===== config.mk =====
export PLATFORM = sky130hd
export DESIGN_NAME = wb_port_arbiter_flat
export DESIGN_NICKNAME = d
export VERILOG_FILES = /design/src/rtl/wb_port_arbiter_if.sv /design/src/rtl/wb_port_arbiter.sv /design/src/flat_wrapper.sv
export SDC_FILE = /design/constraint.sdc
export NUM_CORES = 1
export LEC_CHECK = 0
export BUFFER_PORTS_ARGS = -buffer_cell sky130_fd_sc_hd__buf_2
export CAP_MARGIN = 20
export CORE_ASPECT_RATIO = 1.4
export CORE_UTILIZATION = 48
export CTS_BUF_LIST = sky130_fd_sc_hd__clkbuf_4 sky130_fd_sc_hd__clkbuf_8
export CTS_CLUSTER_DIAMETER = 100
export CTS_CLUSTER_SIZE = 10
export DETAILED_ROUTE_END_ITERATION = 10
export GPL_ROUTABILITY_DRIVEN = 0
export PLACE_DENSITY = 0.76
export REMOVE_ABC_BUFFERS = 1
export SYNTH_ARGS = -nofsm -noshare
export SYNTH_HDL_FRONTEND = slang
export SYNTH_SLANG_ARGS = --single-unit

===== constraint.sdc =====
create_clock -name clk -period 2.94 [get_ports clk]
set_input_delay 0 -clock clk [delete_from_list [all_inputs] [get_ports clk]]
set_output_delay 0 -clock clk [all_outputs]
set_load 0.01 [all_outputs]

===== src/rtl/wb_port_arbiter_if.sv =====
// Register-file write-port bundle shared by the pipeline WB stage, the
// long-latency unit and the write-port arbiter.
interface wb_port_if #(
  parameter int unsigned DATA_WIDTH = 32,
  parameter int unsigned ADDR_WIDTH = 5,
  parameter int unsigned DEPTH      = 2
);
  logic                    pipe_we_WB;
  logic [ADDR_WIDTH-1:0]   pipe_rd_WB;
  logic [DATA_WIDTH-1:0]   pipe_wdata_WB;
  logic                    lu_valid;
  logic                    lu_ready;
  logic [ADDR_WIDTH-1:0]   lu_rd;
  logic [DATA_WIDTH-1:0]   lu_wdata;
  logic                    rf_we;
  logic [ADDR_WIDTH-1:0]   rf_waddr;
  logic [DATA_WIDTH-1:0]   rf_wdata;
  logic                    stall_req;
  logic [$clog2(DEPTH):0]  fifo_count;

  modport master (
    output pipe_we_WB, pipe_rd_WB, pipe_wdata_WB, lu_valid, lu_rd, lu_wdata,
    input  lu_ready, rf_we, rf_waddr, rf_wdata, stall_req, fifo_count
  );

  modport slave (
    input  pipe_we_WB, pipe_rd_WB, pipe_wdata_WB, lu_valid, lu_rd, lu_wdata,
    output lu_ready, rf_we, rf_waddr, rf_wdata, stall_req, fifo_count
  );
endinterface


===== src/rtl/wb_port_arbiter.sv =====
// Arbitrates the single register-file write port between the pipeline WB
// stage (always wins) and buffered/bypassed long-latency unit results.
module wb_port_arbiter #(
  parameter int unsigned DATA_WIDTH   = 32,
  parameter int unsigned ADDR_WIDTH   = 5,
  parameter int unsigned DEPTH        = 2,
  parameter int unsigned STARVE_LIMIT = 4
) (
  input  logic       clk,
  input  logic       rst,
  wb_port_if.slave   bus
);
  localparam int unsigned PTR_W = $clog2(DEPTH);
  localparam int unsigned CNT_W = $clog2(DEPTH) + 1;
  localparam int unsigned STV_W = $clog2(STARVE_LIMIT + 1);
  localparam logic [CNT_W-1:0] DEPTH_C = CNT_W'(DEPTH);
  localparam logic [STV_W-1:0] LIMIT_C = STV_W'(STARVE_LIMIT);
  localparam logic [STV_W-1:0] STV_MAX = '1;

  localparam logic [1:0] S_IDLE  = 2'd0;
  localparam logic [1:0] S_WAIT  = 2'd1;
  localparam logic [1:0] S_STALL = 2'd2;

  logic [ADDR_WIDTH+DATA_WIDTH-1:0] mem [DEPTH];
  logic [PTR_W-1:0] wr_ptr, rd_ptr;
  logic [CNT_W-1:0] count, count_next;
  logic [STV_W-1:0] starve, starve_inc;
  logic [1:0]       state;

  logic pipe_busy, fifo_empty, lu_ready, lu_fire;
  logic push, pop, bypass;
  logic                  rf_we;
  logic [ADDR_WIDTH-1:0] rf_waddr;
  logic [DATA_WIDTH-1:0] rf_wdata;

  assign pipe_busy  = bus.pipe_we_WB && (bus.pipe_rd_WB != '0);
  assign fifo_empty = (count == '0);
  // Depends only on the registered count, never on a same-cycle pop.
  assign lu_ready   = (count < DEPTH_C) && !rst;
  assign lu_fire    = bus.lu_valid && lu_ready;

  always_comb begin
    rf_we    = 1'b0;
    rf_waddr = '0;
    rf_wdata = '0;
    pop      = 1'b0;
    bypass   = 1'b0;
    if (pipe_busy) begin
      rf_we    = 1'b1;
      rf_waddr = bus.pipe_rd_WB;
      rf_wdata = bus.pipe_wdata_WB;
    end else if (!fifo_empty) begin
      rf_we    = 1'b1;
      {rf_waddr, rf_wdata} = mem[rd_ptr];
      pop      = 1'b1;
    end else if (lu_fire && (bus.lu_rd != '0)) begin
      rf_we    = 1'b1;
      rf_waddr = bus.lu_rd;
      rf_wdata = bus.lu_wdata;
      bypass   = 1'b1;
    end
  end

  // Accepted results to x0 are dropped: neither bypassed nor enqueued.
  assign push = lu_fire && (bus.lu_rd != '0) && !bypass;

  always_comb begin
    count_next = count;
    case ({push, pop})
      2'b10:   count_next = count + CNT_W'(1);
      2'b01:   count_next = count - CNT_W'(1);
      default: count_next = count;
    endcase
  end

  always_ff @(posedge clk) begin
    if (push) mem[wr_ptr] <= {bus.lu_rd, bus.lu_wdata};
  end

  always_ff @(posedge clk or posedge rst) begin
    if (rst) begin
      wr_ptr <= '0;
      rd_ptr <= '0;
      count  <= '0;
    end else begin
      if (push) wr_ptr <= wr_ptr + PTR_W'(1);
      if (pop)  rd_ptr <= rd_ptr + PTR_W'(1);
      count <= count_next;
    end
  end

  assign starve_inc = (starve == STV_MAX) ? starve : starve + STV_W'(1);

  // Transitions look at count_next so stall_req drops the cycle after the
  // emptying pop and rises the cycle after the counter hits the limit.
  always_ff @(posedge clk or posedge rst) begin
    if (rst) begin
      state  <= S_IDLE;
      starve <= '0;
    end else begin
      case (state)
        S_IDLE: begin
          starve <= '0;
          if (count_next != '0) state <= S_WAIT;
        end
        S_WAIT: begin
          if (count_next == '0) begin
            state  <= S_IDLE;
            starve <= '0;
          end else if (pop || fifo_empty) begin
            starve <= '0;
          end else if (starve_inc == LIMIT_C) begin
            state  <= S_STALL;
            starve <= '0;
          end else begin
            starve <= starve_inc;
          end
        end
        S_STALL: begin
          starve <= '0;
          if (count_next == '0) state <= S_IDLE;
        end
        default: begin
          state  <= S_IDLE;
          starve <= '0;
        end
      endcase
    end
  end

  assign bus.lu_ready   = lu_ready;
  assign bus.rf_we      = rf_we;
  assign bus.rf_waddr   = rf_waddr;
  assign bus.rf_wdata   = rf_wdata;
  assign bus.stall_req  = (state == S_STALL);
  assign bus.fifo_count = count;
endmodule

===== src/flat_wrapper.sv =====
// flat-port wrapper written by rule: the top's interface ports become plain ports
module wb_port_arbiter_flat 
#(
  parameter int unsigned DATA_WIDTH   = 32,
  parameter int unsigned ADDR_WIDTH   = 5,
  parameter int unsigned DEPTH        = 2,
  parameter int unsigned STARVE_LIMIT = 4
)
  (clk, rst, bus_pipe_we_WB, bus_pipe_rd_WB, bus_pipe_wdata_WB, bus_lu_valid, bus_lu_rd, bus_lu_wdata, bus_lu_ready, bus_rf_we, bus_rf_waddr, bus_rf_wdata, bus_stall_req, bus_fifo_count);
  wb_port_if #(.DATA_WIDTH(DATA_WIDTH), .ADDR_WIDTH(ADDR_WIDTH), .DEPTH(DEPTH)) bus_i ();
  input  logic clk;
  input  logic rst;
  input wire logic [$bits(bus_i.pipe_we_WB)-1:0] bus_pipe_we_WB;
  input wire logic [$bits(bus_i.pipe_rd_WB)-1:0] bus_pipe_rd_WB;
  input wire logic [$bits(bus_i.pipe_wdata_WB)-1:0] bus_pipe_wdata_WB;
  input wire logic [$bits(bus_i.lu_valid)-1:0] bus_lu_valid;
  input wire logic [$bits(bus_i.lu_rd)-1:0] bus_lu_rd;
  input wire logic [$bits(bus_i.lu_wdata)-1:0] bus_lu_wdata;
  output wire logic [$bits(bus_i.lu_ready)-1:0] bus_lu_ready;
  output wire logic [$bits(bus_i.rf_we)-1:0] bus_rf_we;
  output wire logic [$bits(bus_i.rf_waddr)-1:0] bus_rf_waddr;
  output wire logic [$bits(bus_i.rf_wdata)-1:0] bus_rf_wdata;
  output wire logic [$bits(bus_i.stall_req)-1:0] bus_stall_req;
  output wire logic [$bits(bus_i.fifo_count)-1:0] bus_fifo_count;
  assign bus_i.pipe_we_WB = bus_pipe_we_WB;
  assign bus_i.pipe_rd_WB = bus_pipe_rd_WB;
  assign bus_i.pipe_wdata_WB = bus_pipe_wdata_WB;
  assign bus_i.lu_valid = bus_lu_valid;
  assign bus_i.lu_rd = bus_lu_rd;
  assign bus_i.lu_wdata = bus_lu_wdata;
  assign bus_lu_ready = bus_i.lu_ready;
  assign bus_rf_we = bus_i.rf_we;
  assign bus_rf_waddr = bus_i.rf_waddr;
  assign bus_rf_wdata = bus_i.rf_wdata;
  assign bus_stall_req = bus_i.stall_req;
  assign bus_fifo_count = bus_i.fifo_count;
  wb_port_arbiter #(.DATA_WIDTH(DATA_WIDTH), .ADDR_WIDTH(ADDR_WIDTH), .DEPTH(DEPTH), .STARVE_LIMIT(STARVE_LIMIT)) u_core (.clk(clk), .rst(rst), .bus(bus_i));
endmodule

==> results of run 1 <==
-- metrics by stage --
stage               setup WS, ns  cell area, um2  setup TNS (ns)
global placement           0.489            4620               0
detailed placement         0.402            4620               0
finish                     0.422            5180               0
floorplan                 -0.284            3770          -12.81
CTS                        0.436            5180               0
global route               0.277            5180               0
-- registers in the layout, summed over array words and instances (netlist names) --
register               count
u_core.mem                74
u_core.wr_ptr              1
u_core.state               2
u_core.starve              3
u_core.bus.fifo_count      2
u_core.rd_ptr              1
-- routing by layer --
| layer | up-vias | routed length [um] |
|---|---|---|
| li1 | 1406 | - |
| met1 | 1387 | 3420 |
| met2 | 81 | 4690 |
| met3 | 12 | 317 |
| met4 | 0 | 150 |
| met5 | - | 0 |
-- cell type report --
| class | count | area [um2] |
|---|---|---|
| inverter | 4 | 15.0 |
| clock inverter | 7 | 57.6 |
| clock buffer | 9 | 124 |
| fill | 627 | 2970 |
| tap | 102 | 128 |
| timing repair buffer | 165 | 1070 |
| sequential | 83 | 2450 |
| multi-input combinational | 160 | 1330 |
-- logic make-up (layout without fill, tap and decap cells) --
family                     count (synthesis)  count (layout)
muxes                                     37              37
and+or+nand+nor                           68              68
DFF                                       83              83
buffers and inverters                     25             185
adders and majority gates                  2               2
xor gates and xnor gates                   6               6
AOI/OAI and AO/OA                         47              47
-- synthesized netlist by cell type, types with 2 or more instances --
library cell   number  area share
mux2i_1            37       0.092
nor4bb_1            3      0.0075
dfrtp_1             9       0.056
edfxtp_1           74        0.55
a221o_1            36       0.090
or4_4               2      0.0056
inv_1               4      0.0037
clkbuf_8            4       0.014
nand2_1             2      0.0019
xnor2_1             4      0.0087
a21oi_1             4      0.0050
dlygate4sd1_1       2      0.0044
nand3b_1            2      0.0037
nand2b_1            2      0.0031
xor2_1              2      0.0044
buf_6               4       0.011
nor3_1             36       0.045
clkbuf_1            2      0.0019
nor3b_1             2      0.0037
ha_1                2      0.0062
buf_8               4       0.015
nor2_1              9      0.0084
-- worst register-to-register path, cell delays in order, from the launching register on --
cell and delay, ns:
dfrtp_1 0.53, nor3b_4 0.31, o21ai_4 0.11, o21bai_2 0.28, ha_1 0.40, nand3b_1 0.13, a21oi_1 0.11, nand4b_1 0.25
nor4_1 0.27
-- power by group through the flow --
stage	sequential, W	combinational (W)	clock [W]
final	0.00163	0.00132	0.000739
after global routing	0.00165	0.00145	0.000801
after global placement	0.00164	0.00126	0
after CTS	0.00163	0.00133	0.000755
after floorplan	0.00165	0.000826	0
after detailed placement	0.00165	0.00128	0
-- how the worst max path moves through the flow --
stage	startpoint	to	slack [ns]	cells after the start
after floorplan	u_core.bus.fifo_count[1]	u_core.starve[2]	-0.28	7
after global placement	bus_pipe_rd_WB[1]	u_core.starve[2]	0.49	9
after detailed placement	bus_pipe_rd_WB[1]	u_core.starve[2]	0.40	9
after CTS	bus_lu_rd[3]	u_core.starve[2]	0.44	10
after global routing	u_core.bus.fifo_count[1]	u_core.starve[2]	0.28	8
final	bus_lu_rd[3]	u_core.starve[2]	0.42	10
-- repair_timing --
item,4_1_cts,5_1_grt
endpoints found under the setup margin,0,0
resized for setup,0,0
hold buffers,38,0
endpoints found under the hold margin,83,0
==> impl_metrics.json, run 1 <==
{
  "ir_drop_uv": 638,
  "synth_cells": 268,
  "totalWireLength_mm": 8.58,
  "synth_edf_count": 74,
  "hold_class": "input port to async pin",
  "switchingPower_w": 0.00128,
  "post-route-min-period_ns": 2.52,
  "grt_util_met1": 0.230,
  "grt_pass1_wl_mm": 12.9,
  "synth-seq-cells": 83,
  "n_antenna_cell": 0,
  "swShare": 0.346,
  "grt_pass1_vias": 2652,
  "synthArstFlopShare": 0.108,
  "die-area_um2": 8720,
  "rsz0062_at_grt": "no",
  "synth_fa_ha_area_frac": 0.00624,
  "worst_pin_slew_ns": 0.745,
  "finalHoldViolCount": 0,
  "post-cts-setup-buffer-count": 0,
  "path_buf_inv": 2,
  "leakage_nw": 2.08,
  "antenna_found_initial": 0,
  "hold_slack_ns": 0.183,
  "grtUsageTotal": 0.197,
  "path_clk_slew_ns": 0.09,
  "ios": 120,
  "end_kind": "flip-flop",
  "drt_iter0_drc": 109,
  "fin_util": 0.636,
  "post_synth_instance_area_um2": 4010,
  "grt_max_degree": 51,
  "ant_nets": 0,
  "layout-drive-gt1-share": 0.367,
  "mostFrequentLayoutCells": "119 x buf_2, 74 x edfxtp_1, 38 x dlygate4sd3_1",
  "maxCapViolCount": 0,
  "max_stage_delay_ns": 0.55,
  "yosys_warnings": 0,
  "worstSkewPairLatency_ns": 0.35,
  "layout_commonest_cell": "buf_2",
  "h-tree-depth": 3,
  "cellPowerDensity_nw_per_um2": 713,
  "final_cells": 530,
  "clockPowerShare": 0.200,
  "start_util": 0.492,
  "grt_overflow_total": 0,
  "drv_slew": 0,
  "r2r_setup_slack_ns": 0.47,
  "design.core.area_um2": 8150,
  "ff2ff_path_depth": 8,
  "startpoint_type": "input port",
  "num_rows": 39,
  "dp.final_hpwl_mm": 5.49,
  "numCtsBuffers": 9,
  "p_int_w": 0.00242,
  "min_period_over_period": 0.857,
  "outcome": "finished, final reports clean",
  "clock_path_buffers": 2,
  "cts_num_sinks": 83,
  "cp.required_ns": 3.16,
  "skew_ns": 0.0118,
  "cp_slowest_cell": "or4_4",
  "synth_ff_type": "edfxtp_1",
  "grtUsageMet3": 0.0362,
  "grt-busiest-layer": "met2",
  "synth-xor-area-share": 0.0131,
  "die_h_um": 110,
  "synth-simple-area-share": 0.103,
  "layout-area-overhead-vs-synth_pct": 29.3,
  "die_w_um": 79.2,
  "drc_errors": 0,
  "cp_max_fo": 5,
  "synth_cell_types": 44,
  "p_comb_frac": 0.358,
  "yosys-mux-area-fraction": 0.0924,
  "finalPower_w": 0.00369,
  "port_buffers": 119,
  "reg2reg_from": "u_core.bus.fifo_count[1]",
  "tritoncts": "done",
  "syn_avg_cell_area_um2": 15.0,
  "power_frac_seq": 0.442,
  "cp_cell_sequence": "dlygate4sd3_1 > buf_2 > or4_4 > o21ai_4 > o21bai_2 > ha_1 > nand3b_1 > a21oi_1 > nand4b_1 > nor4_1",
  "max_slew_margin": 0.503,
  "critical_path_class": "input port to flip-flop",
  "synth_top_family_by_area": "compound AO/OA/AOI/OAI gates",
  "ys_seq_area_frac": 0.611,
  "vias": 2886,
  "synth_compound_area_frac": 0.113,
  "via_per_inst": 5.45,
  "nets": 503,
  "setup_viol": 0,
  "root_buffer": "clkbuf_8",
  "r2r-end": "u_core.starve[2]",
  "place_inst": 476,
  "max_freq_ghz": 0.397,
  "grt_use_met2": 0.350,
  "drt_pass1_iterations": 5,
  "critical-path-top-delay-family": "simple AND/OR/NAND/NOR gates",
  "crit_arrival_ns": 2.74,
  "wl_per_cell_um": 16.2
}
Note: power is estimated with default switching activity, not from simulation.
==> inputs of run 2 (changes only) <==
- BUFFER_PORTS_ARGS: -buffer_cell sky130_fd_sc_hd__buf_2 -> -buffer_cell sky130_fd_sc_hd__buf_4
- SLEW_MARGIN: default -> 10
==> run 2 against run 1 <==
  * Cell count fell by 0.19%
  * Non-clock buffer count decreased by 1
  * Sequential power barely moved
  * Clock power rose by 24%
  * Critical path type unchanged
  * Critical endpoint unchanged
  * Highest routed layer unchanged
==> impl_metrics.json, run 2 (synthesized netlist as in run 1, its figures left out) <==
{
  "grt_pass1_vias": 2927,
  "grt_max_degree": 50,
  "max_freq_ghz": 0.365,
  "dp.final_hpwl_mm": 5.83,
  "antenna_found_initial": 0,
  "root_buffer": "clkbuf_8",
  "die-area_um2": 8720,
  "worst_pin_slew_ns": 0.680,
  "path_clk_slew_ns": 0.08,
  "min_period_over_period": 0.932,
  "post-cts-setup-buffer-count": 0,
  "tritoncts": "done",
  "rsz0062_at_grt": "no",
  "reg.largest.list": "u_core.mem x74, u_core.starve x3",
  "cellPowerDensity_nw_per_um2": 723,
  "clock_path_buffers": 2,
  "critical_path_class": "input port to flip-flop",
  "max_slew_margin": 0.547,
  "grtUsageTotal": 0.212,
  "final_area_um2": 5520,
  "layout-drive-gt1-share": 0.365,
  "placed_cell_area_um2": 4910,
  "cp.required_ns": 3.15,
  "ir_drop_uv": 731,
  "vias": 2944,
  "crit_arrival_ns": 2.95,
  "layout-area-overhead-vs-synth_pct": 37.7,
  "setup_viol": 0,
  "start_util": 0.492,
  "ff2ff_path_depth": 7,
  "startpoint_type": "input port",
  "nets": 502,
  "regMostFlops": "u_core.mem",
  "drt_iter0_drc": 199,
  "drc_errors": 0,
  "die_w_um": 79.2,
  "cts_num_sinks": 83,
  "h-tree-depth": 3,
  "port_buffers": 119,
  "cp_max_fo": 5,
  "r2r_setup_slack_ns": 0.26,
  "ant_nets": 0,
  "totalWireLength_mm": 9.10,
  "maxCapViolCount": 0,
  "reg2reg_from": "u_core.bus.fifo_count[1]",
  "via_per_inst": 5.57,
  "skew_ns": 0.00864,
  "end_kind": "flip-flop",
  "r2r-end": "u_core.starve[2]",
  "hold_class": "input port to async pin",
  "worstSkewPairLatency_ns": 0.35,
  "leakage_nw": 2.19,
  "die_h_um": 110,
  "n_antenna_cell": 0,
  "outcome": "finished, final reports clean",
  "largest_reg_flops": 74,
  "num_rows": 39,
  "wl_per_cell_um": 17.2,
  "grt_overflow_total": 0,
  "post_cts_resized": 0,
  "ios": 120,
  "drv_slew": 0,
  "drt_pass1_iterations": 4,
  "mostFrequentLayoutCells": "123 x buf_4, 74 x edfxtp_1, 38 x dlygate4sd3_1",
  "numCtsBuffers": 9,
  "design.core.area_um2": 8150,
  "layout_commonest_cell": "buf_4",
  "holdBufCountCts": 38,
  "grt_pass1_wl_mm": 13.8,
  "post-route-min-period_ns": 2.74,
  "finalPower_w": 0.00399,
  "finalHoldViolCount": 0
}
run 2: cell types whose count changed in the layout (fill, tap and decap cells not counted), sizes merged:
cell      before  now
inv            8    4
clkbuf         9   12
bufinv         0    2
clkinv         3    1
buf          127  126
clkinvlp       0    1
run 2: stage by stage:
| stage | hold WS [ns] | cells | util | TNS, ns | worst slack, ns |
|---|---|---|---|---|---|
| 2_1_floorplan | -0.172 | 247 | - | -12.81 | -0.284 |
| 3_3_place_gp | 0.0114 | 475 | 0.602 | 0 | 0.353 |
| 3_5_place_dp | 0.0116 | 475 | 0.602 | 0 | 0.164 |
| 4_1_cts | 0.186 | 529 | 0.677 | 0 | 0.226 |
| 5_1_grt | 0.215 | 529 | 0.677 | 0 | 0.109 |
| 6_report | 0.198 | 529 | 0.677 | 0 | 0.199 |
run 2: layer usage:
metal  up-vias  wire (um)  global-route usage
li1       1396          -                   -
met1      1430       3520               0.235
met2        92       4970               0.376
met3        26        344              0.0412
met4         0        263               0.122
met5         -          0                   0
run 2: worst max-delay path by stage:
stage	startpoint	endpoint	slack (ns)
after global placement	bus_pipe_rd_WB[1]	u_core.starve[2]	0.35
after floorplan	u_core.bus.fifo_count[1]	u_core.starve[2]	-0.28
final	bus_lu_rd[3]	u_core.starve[2]	0.20
after global routing	bus_lu_rd[3]	u_core.starve[2]	0.11
after CTS	bus_lu_rd[3]	u_core.starve[2]	0.23
after detailed placement	bus_pipe_rd_WB[1]	u_core.starve[2]	0.16
run 2: area by class of cell:
type | instances | area, um2
Fill cell | 616 | 2630
Sequential cell | 83 | 2450
Timing Repair Buffer | 164 | 1360
Multi-Input combinational cell | 160 | 1330
Clock buffer | 12 | 159
Tap cell | 102 | 128
Clock inverter | 4 | 72.6
Inverter | 4 | 15.0
run 2: report_power, final:
| group | total, W | internal, W | leakage (nW) | switching (W) |
|---|---|---|---|---|
| clock network | 0.000916 | 0.000533 | 0.116 | 0.000383 |
| registers | 0.00162 | 0.00145 | 0.783 | 0.000176 |
| logic | 0.00145 | 0.000758 | 1.29 | 0.000693 |
| total | 0.00399 | 0.00274 | 2.19 | 0.00125 |
run 2: worst max-delay path, cell delays in order:
cell and delay (ns):
dlygate4sd3_1 0.54, buf_4 0.16, or4_4 0.54, o21ai_4 0.19, o21bai_2 0.23, ha_1 0.36, nor4bb_1 0.60, nor2_1 0.10
nand4b_1 0.16, nor4_1 0.07
==> inputs of run 3 (changes only) <==
- clock period: 2.94 -> 2.2 ns (I/O delays scaled with it)
==> run 3 against run 2 <==
  * Sequential power is 30% higher
  * Largest cell class unchanged
  * Sequential cell count stayed put
  * Clock power is 43% higher
==> impl_metrics.json, run 3 (synthesized netlist as in run 1, its figures left out) <==
{
  "layout-area-overhead-vs-synth_pct": 41.7,
  "post-route-min-period_ns": 2.11,
  "rsz0062_at_grt": "no",
  "clock_path_buffers": 2,
  "reg2reg_from": "u_core.bus.fifo_count[1]",
  "ios": 120,
  "n_antenna_cell": 0,
  "crit_arrival_ns": 2.11,
  "maxCapViolCount": 0,
  "m1WireLength_mm": 3.67,
  "dp.final_hpwl_mm": 6.04,
  "setup_tns_ns": 0,
  "grt_max_degree": 54,
  "power_frac_seq": 0.376,
  "cellPowerDensity_nw_per_um2": 986,
  "swShare": 0.312,
  "tritoncts": "done",
  "cp_max_fo": 12,
  "grtUsageTotal": 0.216,
  "start_util": 0.492,
  "clockPowerShare": 0.233,
  "met2_length_mm": 4.93,
  "max_freq_ghz": 0.475,
  "regArea_um2": 2450,
  "hold_class": "input port to flip-flop",
  "end_kind": "output port",
  "fin_util": 0.697,
  "worst_pin_slew_ns": 0.544,
  "cp.required_ns": 2.20,
  "pre_cts_slack_ns": 0.00772,
  "outcome": "finished, final reports clean",
  "cts_num_sinks": 83,
  "path_clk_slew_ns": 0.08,
  "nets": 511,
  "numCtsBuffers": 9,
  "p_comb_frac": 0.391,
  "startpoint_type": "input port",
  "die_w_um": 79.2,
  "reg.largest.list": "u_core.mem x74, u_core.starve x3",
  "h-tree-depth": 3,
  "antenna_found_initial": 0,
  "layout-drive-gt1-share": 0.388,
  "design.core.area_um2": 8150,
  "worstHoldStart": "bus_pipe_rd_WB[0]",
  "leakage_nw": 2.27,
  "critical_path_class": "input port to output port",
  "regMostFlops": "u_core.mem",
  "num_rows": 39,
  "root_buffer": "clkbuf_8",
  "ir_drop_uv": 688,
  "wl_per_cell_um": 17.1,
  "skew_ns": 0.00923,
  "holdPathStages": 4,
  "largest_reg_flops": 74,
  "grt_overflow_total": 0,
  "max_slew_margin": 0.637,
  "multiInputGateArea_um2": 1370,
  "die-area_um2": 8720,
  "min_period_over_period": 0.957,
  "vias": 2980,
  "p_int_w": 0.00386,
  "die_h_um": 110,
  "setup_ws_ns": 0.0950,
  "setup_viol": 0,
  "drt_iter0_drc": 209,
  "mostFrequentLayoutCells": "128 x buf_4, 74 x edfxtp_1, 38 x dlygate4sd3_1",
  "drc_errors": 0,
  "wl_met3_um": 340,
  "worstSkewPairLatency_ns": 0.35,
  "ant_nets": 0,
  "fillCellCount": 572,
  "totalWireLength_mm": 9.20,
  "drv_slew": 0,
  "crit_start": "bus_lu_rd[0]",
  "routed.top_layer": "met4",
  "port_buffers": 119,
  "via_per_inst": 5.54,
  "switchingPower_w": 0.00175,
  "layout_commonest_cell": "buf_4",
  "finalPower_w": 0.00560,
  "ff2ff_path_depth": 8,
  "grt_pass1_wl_mm": 13.9,
  "grt_pass1_vias": 2877,
  "drt_pass1_iterations": 4,
  "finalHoldViolCount": 0,
  "hold_slack_ns": 0.117
}
-- run 3: cell type report --
| class | count | share of cell area |
|---|---|---|
| Inverter | 4 | 0.00264 |
| Clock buffer | 11 | 0.0244 |
| Sequential cell | 83 | 0.431 |
| Tap cell | 102 | 0.0225 |
| Timing Repair Buffer | 173 | 0.259 |
| Clock inverter | 5 | 0.0183 |
| Multi-Input combinational cell | 160 | 0.241 |
-- run 3: path summary, 6_finish.rpt --
path                                                  to  slack, ns
min in group asynchronous       u_core.bus.fifo_count[1]       0.21
worst min-delay path                       u_core.rd_ptr       0.12
worst max-delay path                     bus_rf_wdata[6]       0.09
worst min register to register           u_core.state[0]       0.50
max in group asynchronous                  u_core.rd_ptr       1.70
worst max register to register          u_core.starve[2]       0.14
-- run 3: routing by layer --
metal / up-vias / track usage
li1: 1416 / -
met1: 1451 / 0.250
met2: 93 / 0.376
met3: 20 / 0.0296
met4: 0 / 0.134
met5: - / 0
-- run 3: repair_timing --
| item | in CTS | in global routing |
|---|---|---|
| endpoints found under the hold margin | 83 | 0 |
| endpoints found under the setup margin | 0 | 6 |
| setup buffers | 0 | 1 |
| hold buffers | 38 | 0 |
| gates resized for setup | 0 | 8 |
-- run 3: power groups by stage --
stage / clock network, W / logic (W) / registers [W]
detailed placement: 0 / 0.00206 / 0.00213
CTS: 0.00133 / 0.00212 / 0.00210
floorplan: 0 / 0.00110 / 0.00220
global route: 0.00138 / 0.00237 / 0.00213
global placement: 0 / 0.00201 / 0.00212
finish: 0.00131 / 0.00219 / 0.00211
-- run 3: critical path: stages --
cell and delay (ns):
dlygate4sd3_1 0.54, buf_4 0.16, or4_4 0.42, o21ai_4 0.13, buf_4 0.14, nor3_4 0.04, buf_4 0.21, a221o_1 0.31
buf_4 0.15
-- run 3: metrics by stage --
step           std cells  instance area (um2)
6_report             538                 5680
5_1_grt              538                 5680
4_1_cts              537                 5630
3_5_place_dp         483                 5010
3_3_place_gp         483                 5010
2_1_floorplan        247                 3770
